$ cat config.mk
export PLATFORM = sky130hd
export DESIGN_NAME = alu_unit
export DESIGN_NICKNAME = d
export VERILOG_FILES = /design/src/rtl/alu_unit.sv
export SDC_FILE = /design/constraint.sdc
export NUM_CORES = 1
export LEC_CHECK = 0
export CORE_MARGIN = 2
export CORE_UTILIZATION = 45
export CTS_CLUSTER_DIAMETER = 80
export DETAILED_ROUTE_END_ITERATION = 8
export HOLD_SLACK_MARGIN = 0.08
export PLACE_DENSITY = 0.69
export SLEW_MARGIN = 20
export SYNTH_ARGS = -nofsm -noshare
export SYNTH_HDL_FRONTEND = slang
export SYNTH_SLANG_ARGS = --single-unit
$ cat constraint.sdc
create_clock -name clk_in -period 10.3 [get_ports clk_in]
set_clock_uncertainty 0.15 [all_clocks]
set_input_delay 1.03 -clock clk_in [delete_from_list [all_inputs] [get_ports clk_in]]
set_output_delay 1.03 -clock clk_in [all_outputs]
set_load 0.05 [all_outputs]
$ cat src/rtl/alu_unit.sv
// Integer execution unit: single-cycle ALU/branch ops with a registered result broadcast.
// Optional ALU_MDU_EN adds a 2-cycle multiplier and a 32-iteration restoring divider.
module alu_unit (
    input  logic        clk_in,
    input  logic        rst_in,
    input  logic        rdy_in,
    input  logic        clear_flag,
    input  logic [6:0]  alu_op,
    input  logic [31:0] Vi,
    input  logic [31:0] Vj,
    input  logic [31:0] imm,
    input  logic [4:0]  rd,
    input  logic [31:0] pc,
    input  logic        Itype,
    output logic        rs_ready,
    output logic [4:0]  rs_ROB_id,
    output logic [31:0] rs_val,
    output logic        br_valid,
    output logic        br_taken,
    output logic [31:0] br_target,
    output logic        busy,
    output logic [1:0]  dbg_state
);
    localparam logic [6:0] OP_ADD  = 7'd1,  OP_SUB  = 7'd2,  OP_SLL  = 7'd3,  OP_SLT  = 7'd4;
    localparam logic [6:0] OP_SLTU = 7'd5,  OP_XOR  = 7'd6,  OP_SRL  = 7'd7,  OP_SRA  = 7'd8;
    localparam logic [6:0] OP_OR   = 7'd9,  OP_AND  = 7'd10, OP_LUI  = 7'd11, OP_AUIPC = 7'd12;
    localparam logic [6:0] OP_JAL  = 7'd13, OP_JALR = 7'd14, OP_BEQ  = 7'd15, OP_BNE  = 7'd16;
    localparam logic [6:0] OP_BLT  = 7'd17, OP_BGE  = 7'd18, OP_BLTU = 7'd19, OP_BGEU = 7'd20;

    logic [31:0] w_b;
    logic [4:0]  w_sh;
    logic [31:0] w_val, w_tgt;
    logic        w_brv, w_brt, w_cond;
    logic        w_busy;
    logic        w_nx_ready, w_nx_brv, w_nx_brt;
    logic [4:0]  w_nx_id;
    logic [31:0] w_nx_val, w_nx_tgt;
    logic        r_rs_ready, r_br_valid, r_br_taken;
    logic [4:0]  r_rs_id;
    logic [31:0] r_rs_val, r_br_target;

    assign w_b  = Itype ? imm : Vj;
    assign w_sh = w_b[4:0];

    // Branches always compare Vi against Vj; imm is only the offset.
    always_comb begin
        w_val  = '0;
        w_cond = 1'b0;
        w_brv  = 1'b0;
        w_brt  = 1'b0;
        w_tgt  = '0;
        case (alu_op)
            OP_ADD:   w_val = Vi + w_b;
            OP_SUB:   w_val = Vi - w_b;
            OP_SLL:   w_val = Vi << w_sh;
            OP_SLT:   w_val = {31'd0, $signed(Vi) < $signed(w_b)};
            OP_SLTU:  w_val = {31'd0, Vi < w_b};
            OP_XOR:   w_val = Vi ^ w_b;
            OP_SRL:   w_val = Vi >> w_sh;
            OP_SRA:   w_val = $signed(Vi) >>> w_sh;
            OP_OR:    w_val = Vi | w_b;
            OP_AND:   w_val = Vi & w_b;
            OP_LUI:   w_val = imm;
            OP_AUIPC: w_val = pc + imm;
            OP_JAL:   begin w_val = pc + 32'd4; w_brv = 1'b1; w_brt = 1'b1; w_tgt = pc + imm; end
            OP_JALR:  begin w_val = pc + 32'd4; w_brv = 1'b1; w_brt = 1'b1; w_tgt = (Vi + imm) & ~32'd1; end
            OP_BEQ:   w_cond = (Vi == Vj);
            OP_BNE:   w_cond = (Vi != Vj);
            OP_BLT:   w_cond = ($signed(Vi) < $signed(Vj));
            OP_BGE:   w_cond = ($signed(Vi) >= $signed(Vj));
            OP_BLTU:  w_cond = (Vi < Vj);
            OP_BGEU:  w_cond = (Vi >= Vj);
            default:  ;
        endcase
        if (alu_op >= OP_BEQ && alu_op <= OP_BGEU) begin
            w_brv = 1'b1;
            w_brt = w_cond;
            w_tgt = w_cond ? pc + imm : pc + 32'd4;
        end
    end

`ifdef ALU_MDU_EN
    localparam logic [6:0] OP_MUL = 7'd21, OP_MULH = 7'd22, OP_MULHSU = 7'd23, OP_MULHU = 7'd24;
    localparam logic [6:0] OP_DIV = 7'd25, OP_DIVU = 7'd26, OP_REM    = 7'd27, OP_REMU  = 7'd28;

    typedef enum logic [1:0] {S_IDLE = 2'd0, S_DIV = 2'd1, S_DONE = 2'd2} div_state_t;

    div_state_t  r_state;
    logic [4:0]  r_cnt, r_mul_id, r_div_id, r_hold_id;
    logic [6:0]  r_mul_op, r_div_op;
    logic [31:0] r_mul_a, r_mul_b, r_div_a, r_div_den, r_rem, r_quo, r_hold_val, r_hold_tgt;
    logic        r_mul_pend, r_div_bz, r_neg_q, r_neg_r, r_hold_v, r_hold_brv, r_hold_brt;
    logic        w_accept, w_is_mul, w_is_div, w_acc_mul, w_acc_div, w_acc_single, w_hold_load;
    logic        w_dsgn, w_a_neg, w_b_neg;
    logic [31:0] w_a_mag, w_b_mag, w_mul_res, w_q, w_r, w_div_res;
    logic [63:0] w_ma, w_mb, w_prod;
    logic [32:0] w_rem_sh, w_diff;

    assign w_is_mul     = (alu_op >= OP_MUL) && (alu_op <= OP_MULHU);
    assign w_is_div     = (alu_op >= OP_DIV) && (alu_op <= OP_REMU);
    assign w_busy       = r_mul_pend || (r_state != S_IDLE);
    assign w_accept     = (alu_op != 7'd0) && (!w_busy || r_state == S_DONE);
    assign w_acc_mul    = w_accept && w_is_mul;
    assign w_acc_div    = w_accept && w_is_div;
    assign w_acc_single = w_accept && !w_is_mul && !w_is_div;
    // A single-cycle op accepted while the divide result owns the bus is delayed one cycle.
    assign w_hold_load  = w_acc_single && (r_state == S_DONE || r_hold_v);

    assign w_ma      = {{32{(r_mul_op == OP_MULH || r_mul_op == OP_MULHSU) && r_mul_a[31]}}, r_mul_a};
    assign w_mb      = {{32{(r_mul_op == OP_MULH) && r_mul_b[31]}}, r_mul_b};
    assign w_prod    = w_ma * w_mb;
    assign w_mul_res = (r_mul_op == OP_MUL) ? w_prod[31:0] : w_prod[63:32];

    assign w_dsgn   = (alu_op == OP_DIV) || (alu_op == OP_REM);
    assign w_a_neg  = w_dsgn && Vi[31];
    assign w_b_neg  = w_dsgn && w_b[31];
    assign w_a_mag  = w_a_neg ? (32'd0 - Vi) : Vi;
    assign w_b_mag  = w_b_neg ? (32'd0 - w_b) : w_b;
    assign w_rem_sh = {r_rem, r_quo[31]};
    assign w_diff   = w_rem_sh - {1'b0, r_div_den};

    always_comb begin
        w_q = r_neg_q ? (32'd0 - r_quo) : r_quo;
        w_r = r_neg_r ? (32'd0 - r_rem) : r_rem;
        if (r_div_bz) begin
            w_q = '1;
            w_r = r_div_a;
        end
        w_div_res = (r_div_op == OP_DIV || r_div_op == OP_DIVU) ? w_q : w_r;
    end

    always_comb begin
        w_nx_ready = 1'b0;
        w_nx_id    = '0;
        w_nx_val   = '0;
        w_nx_brv   = 1'b0;
        w_nx_brt   = 1'b0;
        w_nx_tgt   = '0;
        if (r_state == S_DONE) begin
            w_nx_ready = 1'b1; w_nx_id = r_div_id; w_nx_val = w_div_res;
        end else if (r_mul_pend) begin
            w_nx_ready = 1'b1; w_nx_id = r_mul_id; w_nx_val = w_mul_res;
        end else if (r_hold_v) begin
            w_nx_ready = 1'b1; w_nx_id = r_hold_id; w_nx_val = r_hold_val;
            w_nx_brv = r_hold_brv; w_nx_brt = r_hold_brt; w_nx_tgt = r_hold_tgt;
        end else if (w_acc_single) begin
            w_nx_ready = 1'b1; w_nx_id = rd; w_nx_val = w_val;
            w_nx_brv = w_brv; w_nx_brt = w_brt; w_nx_tgt = w_tgt;
        end
    end

    always_ff @(posedge clk_in) begin
        if (rst_in || clear_flag) begin
            r_state    <= S_IDLE;
            r_cnt      <= '0;
            r_mul_pend <= 1'b0;
            r_hold_v   <= 1'b0;
        end else if (rdy_in) begin
            r_mul_pend <= w_acc_mul;
            r_hold_v   <= w_hold_load;
            if (w_acc_mul) begin
                r_mul_op <= alu_op; r_mul_a <= Vi; r_mul_b <= w_b; r_mul_id <= rd;
            end
            if (w_hold_load) begin
                r_hold_id <= rd; r_hold_val <= w_val;
                r_hold_brv <= w_brv; r_hold_brt <= w_brt; r_hold_tgt <= w_tgt;
            end
            case (r_state)
                S_IDLE, S_DONE: begin
                    r_state <= S_IDLE;
                    if (w_acc_div) begin
                        r_state   <= S_DIV;
                        r_cnt     <= '0;
                        r_div_op  <= alu_op;
                        r_div_id  <= rd;
                        r_div_a   <= Vi;
                        r_div_den <= w_b_mag;
                        r_div_bz  <= (w_b == 32'd0);
                        r_neg_q   <= w_a_neg ^ w_b_neg;
                        r_neg_r   <= w_a_neg;
                        r_quo     <= w_a_mag;
                        r_rem     <= '0;
                    end
                end
                S_DIV: begin
                    if (!w_diff[32]) begin
                        r_rem <= w_diff[31:0];
                        r_quo <= {r_quo[30:0], 1'b1};
                    end else begin
                        r_rem <= w_rem_sh[31:0];
                        r_quo <= {r_quo[30:0], 1'b0};
                    end
                    r_cnt <= r_cnt + 5'd1;
                    if (r_cnt == 5'd31) r_state <= S_DONE;
                end
                default: r_state <= S_IDLE;
            endcase
        end
    end

    assign dbg_state = r_state;
`else
    assign w_busy = 1'b0;

    always_comb begin
        w_nx_ready = 1'b0;
        w_nx_id    = '0;
        w_nx_val   = '0;
        w_nx_brv   = 1'b0;
        w_nx_brt   = 1'b0;
        w_nx_tgt   = '0;
        if (alu_op != 7'd0) begin
            w_nx_ready = 1'b1; w_nx_id = rd; w_nx_val = w_val;
            w_nx_brv = w_brv; w_nx_brt = w_brt; w_nx_tgt = w_tgt;
        end
    end

    assign dbg_state = 2'd0;
`endif

    always_ff @(posedge clk_in) begin
        if (rst_in || clear_flag) begin
            r_rs_ready  <= 1'b0;
            r_rs_id     <= '0;
            r_rs_val    <= '0;
            r_br_valid  <= 1'b0;
            r_br_taken  <= 1'b0;
            r_br_target <= '0;
        end else if (rdy_in) begin
            r_rs_ready  <= w_nx_ready;
            r_rs_id     <= w_nx_id;
            r_rs_val    <= w_nx_val;
            r_br_valid  <= w_nx_brv;
            r_br_taken  <= w_nx_brt;
            r_br_target <= w_nx_tgt;
        end
    end

    assign rs_ready  = r_rs_ready;
    assign rs_ROB_id = r_rs_id;
    assign rs_val    = r_rs_val;
    assign br_valid  = r_br_valid;
    assign br_taken  = r_br_taken;
    assign br_target = r_br_target;
    assign busy      = w_busy;
endmodule

Yosys cells after proc, flatten, opt, wreduce, memory -nomap -nowiden --
Cells that the tools add are included.
Word-level totals: bits in registers 72, input bits 145
Operators by class: bitwise logic cells 3, add/sub/neg operators 5, $lt $le $gt $ge 8, muxes and demuxes 15, reduce and logical (&&, ||, !) cells 4, shift operators 3, equality and inequality tests 22
Operators with widths (count):
- case mux 32 bit (13 select lines) | 1
- two-way mux 32 bit | 5
- less-than comparator 32 bit | 4
- adder 32 bit | 3
- >= comparator 32 bit | 2
- case mux 32 bit (2 select lines) | 1
- == test 7 x 4 -> 1 bit, second input constant | 8
- == test 7 x 5 -> 1 bit, second input constant | 5
- adder 32 x 3 -> 32 bit, second input constant | 1
- bitwise AND 32 bit | 1
- == test 32 bit | 1
- != test 32 bit | 1
- OR 32 bit | 1
- left shift 32 x 5 -> 32 bit | 1
- right shift 32 x 5 -> 32 bit | 1
- >>> shifter 32 x 5 -> 32 bit | 1
- subtractor 32 bit | 1
- bitwise XOR 32 bit | 1
- == test 7 x 3 -> 1 bit, second input constant | 4
- == test 7 x 2 -> 1 bit, second input constant | 2
- == test 7 x 1 -> 1 bit, second input constant | 1
- >= comparator 7 x 4 -> 1 bit, second input constant | 1
- <= comparator 7 x 5 -> 1 bit, second input constant | 1
- nonzero test 7 bit | 1
- other kinds (6) | 11

Longest topological paths before layout --
depth in word-level cells 5, mapped depth 19, mapped depth without buffers 14

Worst setup path before layout --
No wires, ideal clock.
path kind input to register, start point in Itype, end point reg r_rs_val[0], in the netlist rs_val[0], cell stages on the path 18, slack 5200 ps, library setup time 132 ps, path buffers 4, required time 10018 ps, data arrival time 4818 ps, cells stage by stage buf_4 mux2i_4 inv_4 buf_4 buf_4 buf_4 ha_1 fa_1 o21ba_2 o211ai_1 a31oi_1 o31ai_1 a21oi_1 a221o_1 o31ai_1 a21oi_1 o311ai_0 a211oi_1
On the way: word-level cells in the longest chain between the ends 4, elaborated cells between the ends (all ways) 13, those cells by class 2 x add/sub; 2 x order compare; 3 x shift; 3 x mux; 3 x bitwise
Ends and longest elaborated chain:
- from (decl) | RTL line 14 | input logic Itype,
- two-way mux 32 bit (*) | RTL line 42 | assign w_b = Itype ? imm : Vj;
- subtractor 32 bit (tied with other cells) | RTL line 54 | OP_SUB: w_val = Vi - w_b;
- case mux 32 bit (13 select lines) (*) | RTL line 52 | case (alu_op)
- two-way mux 32 bit (*) | RTL line 212 | if (alu_op != 7'd0) begin
- to (signal assigned) | RTL line 232 | r_rs_val <= w_nx_val;
- to (decl) | RTL line 40 | logic [31:0] r_rs_val, r_br_target;
Mark *: on every way between the ends. The rest lies on a longest branch, timed or not. A chain may end at the register's enable or synchronous reset.

Final worst setup path --
Same ends and word-level chain as after synthesis.

==> impl_metrics.yaml <==
status:
  status: "finished clean"
power:
  power_density_mw_per_mm2: 88.19
  p_leak_nw: 8.637
  vdd.ir_drop.worst_uv: 78.48
final_layout:
  layout.cells.non_filler: 3203
  fillers: 3841
  area_growth_pct: 16.24
  drive_above_1_share_pct: 6.488
  layout.nets: 3017
  final_common_cell: "nand2_1"
  final_cell_mix: "317 x nand2_1, 237 x a21oi_1, 227 x nor2_1"
  design_area_mm2: 0.02069
critical_path:
  crit_buf_inv: 4
  cp-start-kind: "primary input"
  critical_path_depth: 17
  worstSetupEndpointType: "flip-flop"
  ff2ff_setup_slack_ns: 7.65
  crit_path_cell_trace: "buf_2 > buf_4 > mux2i_4 > buf_4 > inv_4 > ha_1 > fa_1 > o21ba_2 > o211ai_1 > a31oi_1 > o31ai_1 > a21oi_1 > a221o_1 > o31ai_1 > a21oi_1 > o311ai_0 > a211oi_1"
  arrival_ns: 6.96
  rr_worst_depth: 5
  crit_type: "primary input to flip-flop"
  r2r_start: "rs_val[30]"
  cp.required_ns: 10.38
  critPathTopFamily: "compound AO/OA/AOI/OAI gates"
  r2r_end: "rs_val[30]"
  critPathMaxFanout: 56
  crit_slowest_cell: "buf_4"
  cpPeakStageDelay_ns: 0.56
logic_synthesis:
  syn_area_per_cell_um2: 6.948
  syn-cell-area_mm2: 0.01780
  synth-seq-area-share_pct: 8.097
  synthArstFlopShare_pct: 0
  synthTopCellsByArea: "ha_1 13%, dfxtp_1 8.1%, a21oi_1 6.7%, nand2_1 6.7%, mux2i_1 6.4%"
  yosysTopAreaCell: "ha_1"
  ys_types: 96
  ys_warn_count: 0
  synth_top_area_share_pct: 13.43
  synthesis.instances: 2562
  synth_ff_type: "dfxtp_1"
  synth_edf_count: 0
  synth-seq-cells: 72
floorplan:
  fp.dieArea_mm2: 0.04116
  core_mm2: 0.03883
  pin_count: 220
  fp-row-count: 72
  start_util_pct: 45.85
  die_w_um: 202.9
  die_h_um: 202.9
global_routing:
  grt_usage_pct: 44.39
  gr-total-overflow: 0
  grt_pass1_wl_um: 136200
  antenna_found_initial: 5
  grt_start_max_net_pins: 61
  first_global_vias: 20370
cts:
  tritoncts: "built"
  cts_setup_buffers: 0
  clkLatencyLatePin_ns: 0.37
  clock-root-buffer: "clkbuf_16"
  cts-buffers-inserted: 9
  ctsResizeCount: 0
  cts_hold_buf: 0
  clock_path_buffers: 2
  clk_pin_slew_ns: 0.07
  h-tree-depth: 3
  numClockSinks: 72
routing:
  num_vias: 22280
  drt-initial-drc-count: 3023
  firstDrtPassIters: 8
  ant_nets: 0
  viasPerCell: 6.956
  drc: 0
  wire_per_inst_um: 29.61
  routed_wl_um: 94830
placement:
  place_ws_ns: 3.171
  gp_congestion: 1.069
  dp_hpwl_um: 74740
  port_buffers: 216
  placed_cell_area_mm2: 0.02032
  dp_cells: 3184
min_path:
  holdPathEnd: "br_target[1]"
  min_from: "br_target[1]"
  whs_path_depth: 2
  hold_class: "flip-flop to flip-flop"
sta:
  finalSetupTns_ns: 0
  rsz0062_at_grt: "false"
  fmax_ghz: 0.1453
  finalWorstSetupSlack_ns: 3.415
  drv_slew: 0
  finalSetupViolCount: 0
  fin_crit_ns: 6.885
  relSlewSlack_pct: 27.18
  hold_viol_final: 0
  tightest_slew_ns: 1.089
  finalCritPeriodShare_pct: 66.84
flow_run:
  maxCapViolations: 0
per-layer routing:
metal / track usage [%] / part of all wire (%) / up-vias
li1: - / - / 9777
met1: 59.48 / 40 / 10640
met2: 63.97 / 40 / 1627
met3: 15.55 / 15 / 231
met4: 19.03 / 4.7 / 6
met5: 0 / 0.043 / -
metrics by stage:
step           util [%]  hold slack, ns  power (mW)
2_1_floorplan         -          0.5114      0.9770
3_3_place_gp      52.33          0.2866       1.345
3_5_place_dp      52.33          0.2883       1.354
4_1_cts           53.27          0.2981       1.773
5_1_grt           53.27          0.3282       1.889
6_report          53.29          0.2975       1.825
cell usage after synthesis (all sizes together) (15+ instances only):
library cell / instances
nor2b: 23
o21bai: 24
ha: 191
nand3: 54
clkbuf: 110
dfxtp: 72
mux2i: 117
a221oi: 46
o21a: 46
nand2: 317
nand4: 29
a22oi: 21
mux2: 33
o211ai: 25
a211oi: 42
a21o: 51
mux4: 17
xor2: 34
or3: 16
o22ai: 27
nor2: 232
buf: 53
and3: 34
o31ai: 21
inv: 135
o21ai: 175
a31oi: 31
nand2b: 18
xnor2: 59
a21oi: 239
a22o: 15
nor3: 43
o221ai: 20
layout make-up:
class	count	area (um^2)	area share [%]
clock buffers	9	225.2	1.088
repair buffers	265	2515	12.15
multi-input cells	2193	15200	73.46
flip-flops and latches	72	1441	6.966
well taps	518	648.1	3.132
diodes	3	7.507	0.03628
clock inverters	7	142.6	0.6893
inverters	136	513.0	2.479
logic make-up (layout without fill, tap and decap cells):
group,Yosys count,after routing,share of synthesized area (%)
AOI/OAI and AO/OA,919,919,34.90
xor gates and xnor gates,93,93,4.576
adders and majority gates,195,195,13.88
buffers and inverters,299,417,6.804
DFF,72,72,8.097
muxes,167,167,11.03
other,1,6,0.02107
and+or+nand+nor,816,816,20.70
worst register-to-register path: stages (launching register included):
cell and delay, ns:
dfxtp_1 0.38, a221o_1 0.37, nor4_1 0.81, o221ai_1 0.40
a221oi_1 0.31, a31oi_1 0.11
how the worst max path moves through the flow:
stage / startpoint / to
6_report: Itype / rs_val[0]
5_1_grt: Itype / rs_val[0]
4_1_cts: Itype / rs_val[0]
3_5_place_dp: Itype / rs_val[0]
3_3_place_gp: Itype / rs_val[0]
2_1_floorplan: Itype / rs_val[0]
registers in the layout (all words and copies together) (netlist names):
name	cells
rs_val	32
rs_ROB_id	5
br_taken	1
rs_ready	1
br_valid	1
br_target	32
report_power, final:
part           internal [mW]  switching [mW]  total (mW)
Clock                  0.262           0.157       0.419
Combinational          0.389           0.735        1.12
Sequential             0.281         0.00148       0.282
No activity file was read; power rests on OpenSTA's default activity.
